File: config.mk
export PLATFORM = sky130hd
export DESIGN_NAME = bus_timer
export DESIGN_NICKNAME = d
export VERILOG_FILES = /design/src/rtl/xoro_bus_pkg.sv /design/src/rtl/bus_timer_prescaler.sv /design/src/rtl/bus_timer.sv
export SDC_FILE = /design/constraint.sdc
export NUM_CORES = 1
export LEC_CHECK = 0
export ABC_AREA = 1
export CAP_MARGIN = 20
export CORE_MARGIN = 8
export CORE_UTILIZATION = 54
export CTS_CLUSTER_SIZE = 25
export DETAILED_ROUTE_END_ITERATION = 8
export PLACE_DENSITY_LB_ADDON = 0.2
export SETUP_SLACK_MARGIN = 0.2
export SLEW_MARGIN = 15
export SYNTH_ARGS = -nofsm -noshare
export SYNTH_HDL_FRONTEND = slang
export SYNTH_SLANG_ARGS = --single-unit
export TNS_END_PERCENT = 20
File: constraint.sdc
create_clock -name clk -period 3.7 [get_ports clk]
set_input_delay 0.37 -clock clk [delete_from_list [all_inputs] [get_ports clk]]
set_output_delay 0.37 -clock clk [all_outputs]
set_load 0.1 [all_outputs]
File: src/rtl/xoro_bus_pkg.sv
// Shared register map, CONTROL/STATUS bit positions, handshake state type and
// byte-strobe merge helper for the xoro bus peripherals.
package xoro_bus_pkg;

  localparam logic [1:0] REG_COUNT   = 2'd0;
  localparam logic [1:0] REG_COMPARE = 2'd1;
  localparam logic [1:0] REG_CONTROL = 2'd2;
  localparam logic [1:0] REG_STATUS  = 2'd3;

  localparam int CTRL_RUN          = 0;
  localparam int CTRL_AUTORELOAD   = 1;
  localparam int CTRL_IRQEN        = 2;
  localparam int CTRL_PRESCALE_LSB = 16;
  localparam int STAT_MATCH        = 0;

  typedef enum logic {
    ST_IDLE = 1'b0,
    ST_ACK  = 1'b1
  } bus_state_e;

  function automatic logic [31:0] apply_wstrb(input logic [31:0] old_val,
                                               input logic [31:0] wdata,
                                               input logic [3:0]  wstrb);
    logic [31:0] res;
    res = old_val;
    for (int b = 0; b < 4; b++) begin
      if (wstrb[b]) begin
        res[8*b +: 8] = wdata[8*b +: 8];
      end else begin
        res[8*b +: 8] = old_val[8*b +: 8];
      end
    end
    return res;
  endfunction

endpackage

File: src/rtl/bus_timer_prescaler.sv
// Tick divider for bus_timer: one tick every (prescale+1) cycles while run is
// high; the phase restarts whenever run is low or clear is pulsed.
module bus_timer_prescaler #(
  parameter int PRESCALE_W = 16
) (
  input  logic                  clk,
  input  logic                  reset,
  input  logic                  run,
  input  logic                  clear,
  input  logic [PRESCALE_W-1:0] prescale,
  output logic                  tick
);

  logic [PRESCALE_W-1:0] div_r;

  assign tick = run && (div_r == prescale);

  // Divider phase counter
  always_ff @(posedge clk or posedge reset) begin
    if (reset) begin
      div_r <= '0;
    end else if (!run || clear || tick) begin
      div_r <= '0;
    end else begin
      div_r <= div_r + PRESCALE_W'(1);
    end
  end

endmodule

File: src/rtl/bus_timer.sv
// Memory-mapped 32-bit timer with compare match, autoreload and level irq.
// Optional tick prescaler enabled by defining BUS_TIMER_PRESCALER_EN.
module bus_timer
  import xoro_bus_pkg::*;
#(
  parameter int          PRESCALE_W    = 16,
  parameter logic [31:0] COMPARE_RESET = 32'hFFFF_FFFF
) (
  input  logic        clk,
  input  logic        reset,
  input  logic        enable,
  input  logic        mem_valid,
  input  logic [31:0] mem_addr,
  input  logic [31:0] mem_wdata,
  input  logic [3:0]  mem_wstrb,
  output logic        mem_ready,
  output logic [31:0] mem_rdata,
  output logic        irq
);

  bus_state_e            state_r;
  logic [31:0]           count_r;
  logic [31:0]           compare_r;
  logic                  run_r;
  logic                  autoreload_r;
  logic                  irqen_r;
  logic                  match_r;
  logic [PRESCALE_W-1:0] prescale_s;
  logic                  tick_s;
  logic                  accept_s;
  logic                  wr_s;
  logic                  wr_count_s;
  logic                  wr_compare_s;
  logic                  wr_control_s;
  logic                  wr_status_s;
  logic [31:0]           ctrl_rd_s;
  logic [31:0]           ctrl_new_s;
  logic [31:0]           read_s;
  logic [31:0]           count_inc_s;
  logic                  match_set_s;
  logic                  unused_s;

  assign accept_s    = (state_r == ST_IDLE) && mem_valid && enable;
  assign wr_s        = accept_s && (mem_wstrb != 4'b0000);
  assign ctrl_new_s  = apply_wstrb(ctrl_rd_s, mem_wdata, mem_wstrb);
  assign count_inc_s = count_r + 32'd1;
  // A COUNT write replaces the tick entirely, so it also suppresses the match.
  assign match_set_s = tick_s && !wr_count_s && (count_inc_s == compare_r);
  assign irq         = match_r & irqen_r;

`ifdef BUS_TIMER_PRESCALER_EN
  logic [PRESCALE_W-1:0] prescale_r;

  // Prescale divider field of CONTROL
  always_ff @(posedge clk or posedge reset) begin
    if (reset) begin
      prescale_r <= '0;
    end else if (wr_control_s) begin
      prescale_r <= ctrl_new_s[CTRL_PRESCALE_LSB +: PRESCALE_W];
    end
  end

  assign prescale_s = prescale_r;
  assign unused_s   = ^{mem_addr[31:4], mem_addr[1:0], ctrl_new_s[15:3]};

  bus_timer_prescaler #(
    .PRESCALE_W (PRESCALE_W)
  ) u_prescaler (
    .clk      (clk),
    .reset    (reset),
    .run      (run_r),
    .clear    (wr_control_s),
    .prescale (prescale_r),
    .tick     (tick_s)
  );
`else
  assign prescale_s = '0;
  assign tick_s     = run_r;
  assign unused_s   = ^{mem_addr[31:4], mem_addr[1:0], ctrl_new_s[31:3]};
`endif

  // Write decode and CONTROL readback image
  always_comb begin
    wr_count_s   = 1'b0;
    wr_compare_s = 1'b0;
    wr_control_s = 1'b0;
    wr_status_s  = 1'b0;
    ctrl_rd_s    = 32'd0;
    ctrl_rd_s[CTRL_RUN]        = run_r;
    ctrl_rd_s[CTRL_AUTORELOAD] = autoreload_r;
    ctrl_rd_s[CTRL_IRQEN]      = irqen_r;
    ctrl_rd_s[CTRL_PRESCALE_LSB +: PRESCALE_W] = prescale_s;
    if (wr_s) begin
      case (mem_addr[3:2])
        REG_COUNT:   wr_count_s   = 1'b1;
        REG_COMPARE: wr_compare_s = 1'b1;
        REG_CONTROL: wr_control_s = 1'b1;
        REG_STATUS:  wr_status_s  = 1'b1;
        default:     wr_count_s   = 1'b0;
      endcase
    end else begin
      wr_count_s = 1'b0;
    end
  end

  // Read mux over the register map
  always_comb begin
    read_s = 32'd0;
    case (mem_addr[3:2])
      REG_COUNT:   read_s = count_r;
      REG_COMPARE: read_s = compare_r;
      REG_CONTROL: read_s = ctrl_rd_s;
      REG_STATUS:  read_s[STAT_MATCH] = match_r;
      default:     read_s = 32'd0;
    endcase
  end

  // Handshake FSM with registered ready and read data
  always_ff @(posedge clk or posedge reset) begin
    if (reset) begin
      state_r   <= ST_IDLE;
      mem_ready <= 1'b0;
      mem_rdata <= 32'd0;
    end else begin
      case (state_r)
        ST_IDLE: begin
          if (accept_s) begin
            state_r   <= ST_ACK;
            mem_ready <= 1'b1;
            mem_rdata <= wr_s ? 32'd0 : read_s;
          end else begin
            state_r   <= ST_IDLE;
            mem_ready <= 1'b0;
            mem_rdata <= 32'd0;
          end
        end
        ST_ACK: begin
          state_r   <= ST_IDLE;
          mem_ready <= 1'b0;
          mem_rdata <= 32'd0;
        end
        default: begin
          state_r   <= ST_IDLE;
          mem_ready <= 1'b0;
          mem_rdata <= 32'd0;
        end
      endcase
    end
  end

  // Counter, compare, control and match state
  always_ff @(posedge clk or posedge reset) begin
    if (reset) begin
      count_r      <= 32'd0;
      compare_r    <= COMPARE_RESET;
      run_r        <= 1'b0;
      autoreload_r <= 1'b0;
      irqen_r      <= 1'b0;
      match_r      <= 1'b0;
    end else begin
      if (wr_count_s) begin
        count_r <= apply_wstrb(count_r, mem_wdata, mem_wstrb);
      end else if (match_set_s && autoreload_r) begin
        count_r <= 32'd0;
      end else if (tick_s) begin
        count_r <= count_inc_s;
      end

      if (wr_compare_s) begin
        compare_r <= apply_wstrb(compare_r, mem_wdata, mem_wstrb);
      end

      if (wr_control_s) begin
        run_r        <= ctrl_new_s[CTRL_RUN];
        autoreload_r <= ctrl_new_s[CTRL_AUTORELOAD];
        irqen_r      <= ctrl_new_s[CTRL_IRQEN];
      end

      // A new match outranks a simultaneous write-1-to-clear
      if (match_set_s) begin
        match_r <= 1'b1;
      end else if (wr_status_s && mem_wstrb[0] && mem_wdata[STAT_MATCH]) begin
        match_r <= 1'b0;
      end
    end
  end

endmodule

==> results of run 1 <==
-- cell usage after synthesis, types with 2 or more instances --
cell type | instances | area share, %
clkinv_1 | 2 | 0.12
nor2_4 | 6 | 1.1
nand2_1 | 423 | 25
dfstp_2 | 32 | 13
a21oi_1 | 41 | 3.3
nor2_1 | 112 | 6.7
o21ai_1 | 6 | 0.48
nand3_1 | 52 | 4.1
inv_1 | 117 | 7.0
o22ai_1 | 28 | 2.8
o21ai_0 | 14 | 1.1
a31oi_1 | 2 | 0.20
buf_6 | 3 | 0.54
xnor3_1 | 4 | 1.4
buf_2 | 2 | 0.16
clkbuf_1 | 19 | 1.1
xor2_1 | 6 | 0.83
nor2_2 | 6 | 0.60
dfrtp_1 | 69 | 27
nand2_2 | 2 | 0.20
inv_2 | 3 | 0.18
-- layout make-up --
type | instances | area, µm²
tap | 143 | 179
sequential | 101 | 2570
inverter | 122 | 460
multi-input combinational | 714 | 3150
clock buffer | 13 | 270
timing repair buffer | 88 | 868
fill | 1047 | 3900
clock inverter | 3 | 20.0
-- cells by family after synthesis --
| logic type | after synthesis | synth area share, % |
|---|---|---|
| AOI/OAI and AO/OA | 94 | 8.25 |
| DFF | 101 | 40.8 |
| xor gates and xnor gates | 11 | 2.41 |
| and+or+nand+nor | 608 | 39.1 |
| adders and majority gates | 1 | 0.199 |
| buffers and inverters | 147 | 9.22 |
-- path summary, 6_finish.rpt --
kind                                                from                   endpoint  slack, ns
worst max-delay path              count_r[0]$_DFFE_PP0P_    count_r[17]$_DFFE_PP0P_       0.50
worst min-delay path                               reset     mem_rdata[4]$_DFF_PP0_       0.44
worst max register to register    count_r[0]$_DFFE_PP0P_    count_r[17]$_DFFE_PP0P_       0.50
worst min register to register  compare_r[6]$_DFFE_PP1P_   compare_r[6]$_DFFE_PP1P_       0.50
max in group asynchronous                          reset  compare_r[25]$_DFFE_PP1P_       2.50
min in group clk                compare_r[6]$_DFFE_PP1P_   compare_r[6]$_DFFE_PP1P_       0.50
-- per-stage QoR --
step | cells | total power [mW]
2_1_floorplan | 962 | 2.36
3_3_place_gp | 1167 | 2.63
3_5_place_dp | 1167 | 2.65
4_1_cts | 1183 | 3.60
5_1_grt | 1184 | 3.85
6_report | 1184 | 3.61
-- flip-flops by register name, summed over array words and instances, names as in the netlist --
signal        flops
state_r           1
irqen_r           1
count_r          32
mem_rdata        32
run_r             1
compare_r        32
autoreload_r      1
match_r           1
-- layer usage --
metal  routed length [µm]  up-vias
met5                    0        -
met4                  456        0
met3                 1640       41
met2                 7890      252
met1                 7510     2805
li1                     -     3112
-- worst register-to-register path, cell delays in order (launching register included) --
cell and delay, ns:
dfrtp_1 0.49, ha_1 0.29, nand2_1 0.16, nor2_4 0.19, nand2_1 0.14, nor2_1 0.22, nand3_1 0.15, nand3_1 0.16
nand2_1 0.07, nor2_1 0.10, nand2_1 0.10, nor2_2 0.20, nand4_4 0.24, buf_4 0.32, nand2_1 0.09, nand2_1 0.07
nand2_1 0.06, nand2_1 0.05
-- report_power, final --
group | leakage (nW) | switching [mW] | internal, mW
sequential | 1.27 | 0.211 | 1.35
clock | 0.138 | 0.431 | 0.511
combinational | 2.58 | 0.679 | 0.433
==> impl_metrics.ini, run 1 <==
[status]
status = finished, final reports clean

[pwr]
power.density_nw_per_um2 = 481
ir_drop_mv = 0.440
p_leak_nw = 3.99

[synthesis]
syn_inst = 962
synth.cell_area_um2 = 6290
synth_edf_count = 0
ys_warn_count = 0
yosysSeqAreaShare_pct = 40.8
synth_nets = 1035
synth.distinct_cells = 34
synth_seq_cells = 101
ys_async_sr_fraction_pct = 100
syn_avg_cell_area_um2 = 6.54
ys.flop_type = dfrtp_1

[sta]
worst_clock_skew_ns = 0.0133
fin_ws_ns = 0.501
tightest_slew_ns = 0.977
relSlewSlack_pct = 34.7
period_share_pct = 86.5
tns_ns = 0
final-max-slew-violation-count = 0
fmaxAchievable_mhz = 313
rsz0062_at_grt = false
hold_viol_final = 0
whs_ns = 0.443
setup_viol = 0
min_period_ns = 3.20

[routing]
drt-vias-per-instance = 5.24
drt_iter0_markers = 528
drtPass1Iterations = 5
ant_nets = 0
wl_per_cell_um = 14.8
wl_mm = 17.5
post-route-drc-count = 0
vias = 6210

[placement]
dp_hpwl_mm = 12.3
io_buffers = 75
preCtsSetupSlack_ns = 0.537
gp_congestion = 0.913
place_area_um2 = 7210

[clock_network]
clockBufferDepth = 2
clock_sinks = 101
clk_pin_slew_ns = 0.08
insertion_delay_ns = 0.37
cts_root_buf = clkbuf_16
hold_buffers = 0
cts_setup_buffers = 0
cts_tree = yes
numCtsBuffers = 9
ctsResizeCount = 0
htree_levels = 3

[setup_path]
critPathLaunchType = flop
cp_max_fo = 22
crit_path_top_delay_cell = dfrtp_1
cpMostUsedCell = nand2_1
crit_chain = ha_1, nand2_1, nor2_4, nand2_1, nor2_1, nand3_1, nand3_1, nand2_1, nor2_1, nand2_1, nor2_2, nand4_4, buf_4, nand2_1, nand2_1, nand2_1, nand2_1
crit_required_ns = 3.95
end_kind = flop
critPathBufInv = 1
cp.depth = 17
path_class = flop to flop
critical_path.max_stage_delay_ns = 0.49
path_delay_family = simple AND/OR/NAND/NOR gates
rr_worst_depth = 17
cp_data_arrival_time_ns = 3.45

[global_routing]
grt_start_max_net_pins = 52
grtUsageMet3_pct = 6.57
first_global_vias = 5868
grt.overflow.total = 0
grt-busiest-layer = met2
grt_use_met2_pct = 36.7
grt_usage_pct = 23.7
grt_first_pass_wirelength_mm = 28.5
use_met1_pct = 31.4
antenna_found_initial = 0

[floorplanning]
die_w_um = 124
rows = 39
io_pins = 106
dieArea_um2 = 15400
die_h_um = 124
core_um2 = 11400
start_util_pct = 55.1

[cells_and_area]
finish.instance_area_um2 = 7520
drive_gt1_share_pct = 7.88
layout_commonest_cell = nand2_1
n_antenna_cell = 0
layout.nets = 1109
area_growth_pct = 19.4
final_cell_mix = 423 x nand2_1, 116 x inv_1, 112 x nor2_1
final_core_util_pct = 65.8

[run]
maxCapViolCount = 0

[worst_hold_path]
hold_path.class = input pin to async pin
Power figures use the tool's default switching activity.
==> run 2, diff against run 1 <==
--- a/config.mk
+++ b/config.mk
@@ -7,8 +7,10 @@
 export LEC_CHECK = 0
 export ABC_AREA = 1
 export CAP_MARGIN = 20
+export CELL_PAD_IN_SITES_DETAIL_PLACEMENT = 1
+export CELL_PAD_IN_SITES_GLOBAL_PLACEMENT = 1
 export CORE_MARGIN = 8
-export CORE_UTILIZATION = 54
+export CORE_UTILIZATION = 38
 export CTS_CLUSTER_SIZE = 25
 export DETAILED_ROUTE_END_ITERATION = 8
 export PLACE_DENSITY_LB_ADDON = 0.2
==> impl_metrics.ini, run 2 (synthesized netlist as in run 1, its figures left out) <==
[floorplanning]
die_w_um = 145
rows = 47
io_pins = 106
core_um2 = 16400
start_util_pct = 38.4
dieArea_um2 = 20900
die_h_um = 145

[setup_path]
critPathBufInv = 1
cpMostUsedCell = nand2_1
crit_path_top_delay_cell = dfrtp_1
path_delay_family = simple AND/OR/NAND/NOR gates
crit_required_ns = 3.95
cp_data_arrival_time_ns = 3.39
critPathLaunchType = flop
path_class = flop to flop
cp_max_fo = 22
end_kind = flop
crit_chain = ha_1, nand2_1, nor2_4, nand2_2, nor2_4, nand2_1, nand2_1, nand2_1, nand2_1, nand2_1, nor2_1, nand2_1, nor2_2, nand4_4, buf_12, nand2_1, nand2_1, nand2_1, nand2_1
critical_path.max_stage_delay_ns = 0.44

[sta]
whs_ns = 0.483
hold_viol_final = 0
fmaxAchievable_mhz = 319
tightest_slew_ns = 0.991
min_period_ns = 3.14
fin_ws_ns = 0.561
tns_ns = 0
worst_clock_skew_ns = 0.0127
setup_viol = 0
relSlewSlack_pct = 33.7
final-max-slew-violation-count = 0
period_share_pct = 84.8
rsz0062_at_grt = false

[global_routing]
first_global_vias = 6541
grt_start_max_net_pins = 55
grt_usage_pct = 21.3
antenna_found_initial = 0
grt.overflow.total = 0
grt_first_pass_wirelength_mm = 34.1

[pwr]
pwr-share-clk_pct = 25.4
seq_power_share_pct = 42.7
combPwrFrac_pct = 31.8
p_int_mw = 2.25
ir_drop_mv = 0.259
p_leak_nw = 3.99
netSwitchingPower_mw = 1.40
sw_frac_of_total_pct = 38.3
power.density_nw_per_um2 = 478

[cells_and_area]
layout_commonest_cell = nand2_1
multi_input_area_um2 = 3150
final_core_util_pct = 46.5
fillers = 2179
finish.instance_area_um2 = 7630
final_cell_mix = 423 x nand2_1, 116 x inv_1, 112 x nor2_1
area_growth_pct = 21.1
layout.nets = 1110
regArea_um2 = 2570
reg_top3 = compare_r (32), count_r (32), mem_rdata (32)
n_antenna_cell = 0
drive_gt1_share_pct = 8.16

[clock_network]
clock_sinks = 101
cts_tree = yes
clk_pin_slew_ns = 0.08
ctsResizeCount = 0
cts_setup_buffers = 0
clockBufferDepth = 2
insertion_delay_ns = 0.37
htree_levels = 3
hold_buffers = 0
cts_root_buf = clkbuf_16
numCtsBuffers = 9

[worst_hold_path]
hold_path.class = input pin to async pin

[run]
maxCapViolCount = 0

[status]
status = finished, final reports clean

[placement]
gp_congestion = 0.839
place_area_um2 = 7350
dp_hpwl_mm = 15.5
io_buffers = 75
preCtsSetupSlack_ns = 0.628

[routing]
drtPass1Iterations = 4
drt_iter0_markers = 283
ant_nets = 0
vias = 6242
post-route-drc-count = 0
drt-vias-per-instance = 4.95
wl_per_cell_um = 16.6
wl_mm = 21.0
-- run 2: changes by cell type in the layout (fill, tap and decap cells not counted), sizes merged --
cell and delta:
clkinvlp +2, clkinv +1, buf +1, clkbuf -4
inv +1
-- run 2: layout make-up --
cell class / count / area share, %
timing repair buffer: 89 / 11.7
sequential: 101 / 33.7
inverter: 122 / 6.04
tap: 220 / 3.61
multi-input combinational: 714 / 41.3
clock buffer: 9 / 2.95
clock inverter: 7 / 0.689
-- run 2: metrics by stage --
step | total power [mW] | std cells
5_1_grt | 3.91 | 1262
6_report | 3.65 | 1262
3_3_place_gp | 2.69 | 1246
4_1_cts | 3.68 | 1262
3_5_place_dp | 2.73 | 1246
2_1_floorplan | 2.36 | 962
-- run 2: worst paths after layout --
check	endpoint	from	cells past startpoint	slack, ns
hold / removal	mem_rdata[10]$_DFF_PP0_	reset	2	0.48
setup / recovery	count_r[10]$_DFFE_PP0P_	count_r[1]$_DFFE_PP0P_	19	0.56
setup reg to reg	count_r[10]$_DFFE_PP0P_	count_r[1]$_DFFE_PP0P_	19	0.56
hold reg to reg	compare_r[12]$_DFFE_PP1P_	compare_r[12]$_DFFE_PP1P_	2	0.50
max in group asynchronous	compare_r[27]$_DFFE_PP1P_	reset	3	2.42
min in group clk	compare_r[12]$_DFFE_PP1P_	compare_r[12]$_DFFE_PP1P_	2	0.50
-- run 2: power by group through the flow --
| stage | Combinational [mW] | Sequential (mW) | Clock, mW |
|---|---|---|---|
| final | 1.16 | 1.56 | 0.926 |
| after global routing | 1.34 | 1.59 | 0.990 |
| after CTS | 1.17 | 1.55 | 0.955 |
| after detailed placement | 1.16 | 1.57 | 0 |
| after global placement | 1.12 | 1.57 | 0 |
| after floorplan | 0.857 | 1.51 | 0 |
-- run 2: per-layer routing --
| layer | up-vias | global-route usage, % | wire (µm) |
|---|---|---|---|
| met1 | 2996 | 28.3 | 9920 |
| met4 | 0 | 7.06 | 248 |
| met3 | 12 | 2.82 | 1040 |
| met2 | 119 | 34.9 | 9800 |
| li1 | 3115 | - | - |
| met5 | - | 0 | 0 |
==> run 3, diff against run 2 <==
==> constraint.sdc (replaced) <==
create_clock -name clk -period 3.3 [get_ports clk]
set_input_delay 0.33 -clock clk [delete_from_list [all_inputs] [get_ports clk]]
set_output_delay 0.33 -clock clk [all_outputs]
set_load 0.1 [all_outputs]
==> impl_metrics.ini, run 3 (synthesized netlist as in run 1, its figures left out) <==
[status]
status = finished, final reports clean

[routing]
wl_per_cell_um = 16.7
wl_mm = 21.2
drt_iter0_markers = 277
post-route-drc-count = 0
vias = 6224
ant_nets = 0
drt-vias-per-instance = 4.91
drtPass1Iterations = 4

[setup_path]
crit_required_ns = 3.55
critical_path.max_stage_delay_ns = 0.38
critPathLaunchType = flop
path_class = flop to flop
cp_max_fo = 23
end_kind = flop
path_delay_family = simple AND/OR/NAND/NOR gates
cpMostUsedCell = nand2_1
crit_chain = ha_1, nand2_1, nor2_4, nand3_1, clkinv_1, nand2_1, nand3_1, nand2_1, nand2_1, nor2_1, nand2_1, nor2_2, nand4_4, buf_12, nand2_1, nand2_1, nand2_1, nand2_1
critPathBufInv = 2
crit_path_top_delay_cell = dfrtp_1
cp_data_arrival_time_ns = 3.07

[floorplanning]
die_w_um = 145
core_um2 = 16400
dieArea_um2 = 20900
start_util_pct = 38.4
io_pins = 106
die_h_um = 145
rows = 47

[placement]
preCtsSetupSlack_ns = 0.494
dp_hpwl_mm = 16.0
gp_congestion = 0.875
io_buffers = 75
dp.cells = 1252

[cells_and_area]
n_antenna_cell = 0
layout.nets = 1116
final_cell_mix = 423 x nand2_1, 116 x inv_1, 112 x nor2_1
drive_gt1_share_pct = 8.78
area_growth_pct = 21.9
reg_top3 = compare_r (32), count_r (32), mem_rdata (32)
fin_cells = 1268
layout_commonest_cell = nand2_1

[run]
maxCapViolCount = 0

[clock_network]
clk_pin_slew_ns = 0.07
cts_setup_buffers = 0
insertion_delay_ns = 0.37
numCtsBuffers = 9
clock_sinks = 101
clockBufferDepth = 2
htree_levels = 3
hold_buffers = 0
cts_root_buf = clkbuf_16
cts_tree = yes

[sta]
fin_ws_ns = 0.484
fmaxAchievable_mhz = 355
rsz0062_at_grt = false
worst_clock_skew_ns = 0.00797
relSlewSlack_pct = 33.5
period_share_pct = 85.3
min_period_ns = 2.82
whs_ns = 0.405
tns_ns = 0
tightest_slew_ns = 0.994
final-max-slew-violation-count = 0
setup_viol = 0
hold_viol_final = 0

[global_routing]
grt_first_pass_wirelength_mm = 34.7
grt_usage_pct = 21.7
antenna_found_initial = 0
grt.overflow.total = 0
first_global_vias = 6561
grt_start_max_net_pins = 48

[pwr]
power.density_nw_per_um2 = 535
fin_total_pwr_mw = 4.10
p_leak_nw = 4.03
ir_drop_mv = 0.278

[worst_hold_path]
hold_path.class = input pin to async pin
## run 3: changes by cell type in the layout (fill, tap and decap cells not counted), sizes merged
cell	delta
inv	+1
buf	+6
clkinvlp	-2
clkinv	+1
## run 3: where the power goes
part	internal [mW]	total, mW	switching [mW]	leakage [nW]
clock	0.515	1.03	0.518	0.132
combinational	0.508	1.33	0.821	2.62
sequential	1.51	1.74	0.230	1.27
total	2.53	4.10	1.57	4.03
## run 3: layer usage
metal / track usage (%) / vias to the layer above / wire length [µm]
li1: - / 3124 / -
met2: 36.0 / 111 / 10000
met1: 28.3 / 2970 / 9730
met5: 0 / - / 0
met3: 2.89 / 19 / 1070
met4: 7.78 / 0 / 331
## run 3: final timing paths
kind,from,slack [ns],depth (start not counted),to
min in group clk,compare_r[19]$_DFFE_PP1P_,0.51,2,compare_r[19]$_DFFE_PP1P_
worst max-delay path,count_r[0]$_DFFE_PP0P_,0.48,18,count_r[10]$_DFFE_PP0P_
worst min-delay path,reset,0.40,2,mem_rdata[9]$_DFF_PP0_
worst min register to register,compare_r[19]$_DFFE_PP1P_,0.51,2,compare_r[19]$_DFFE_PP1P_
max in group asynchronous,reset,2.17,3,compare_r[18]$_DFFE_PP1P_
worst max register to register,count_r[0]$_DFFE_PP0P_,0.48,18,count_r[10]$_DFFE_PP0P_
## run 3: what timing repair did
item / in CTS / in global routing
endpoints found under the setup margin: 0 / 20
gates resized for setup: 0 / 3
endpoints found under the hold margin: 0 / 0
## run 3: area by class of cell
cell class | count | area [µm²]
well taps | 220 | 275
clock inverters | 7 | 51.3
multi-input cells | 714 | 3160
clock buffers | 9 | 225
fillers | 2178 | 8730
flip-flops and latches | 101 | 2570
inverters | 122 | 460
repair buffers | 95 | 938
## run 3: worst reg2reg max path, stage by stage, from the launching register on
cell and delay [ns]:
dfrtp_1 0.38, ha_1 0.24, nand2_1 0.18, nor2_4 0.07
nand3_1 0.19, clkinv_1 0.24, nand2_1 0.17, nand3_1 0.08
nand2_1 0.06, nand2_1 0.08, nor2_1 0.15, nand2_1 0.11
nor2_2 0.18, nand4_4 0.12, buf_12 0.19, nand2_1 0.10
nand2_1 0.05, nand2_1 0.06, nand2_1 0.07
## run 3: stage by stage
| step | utilization, % | cell area, µm² |
|---|---|---|
| 6_report | 46.8 | 7680 |
| 5_1_grt | 46.8 | 7680 |
| 4_1_cts | 46.7 | 7670 |
| 3_5_place_dp | 45.1 | 7390 |
| 3_3_place_gp | 45.1 | 7390 |
| 2_1_floorplan | - | 6290 |
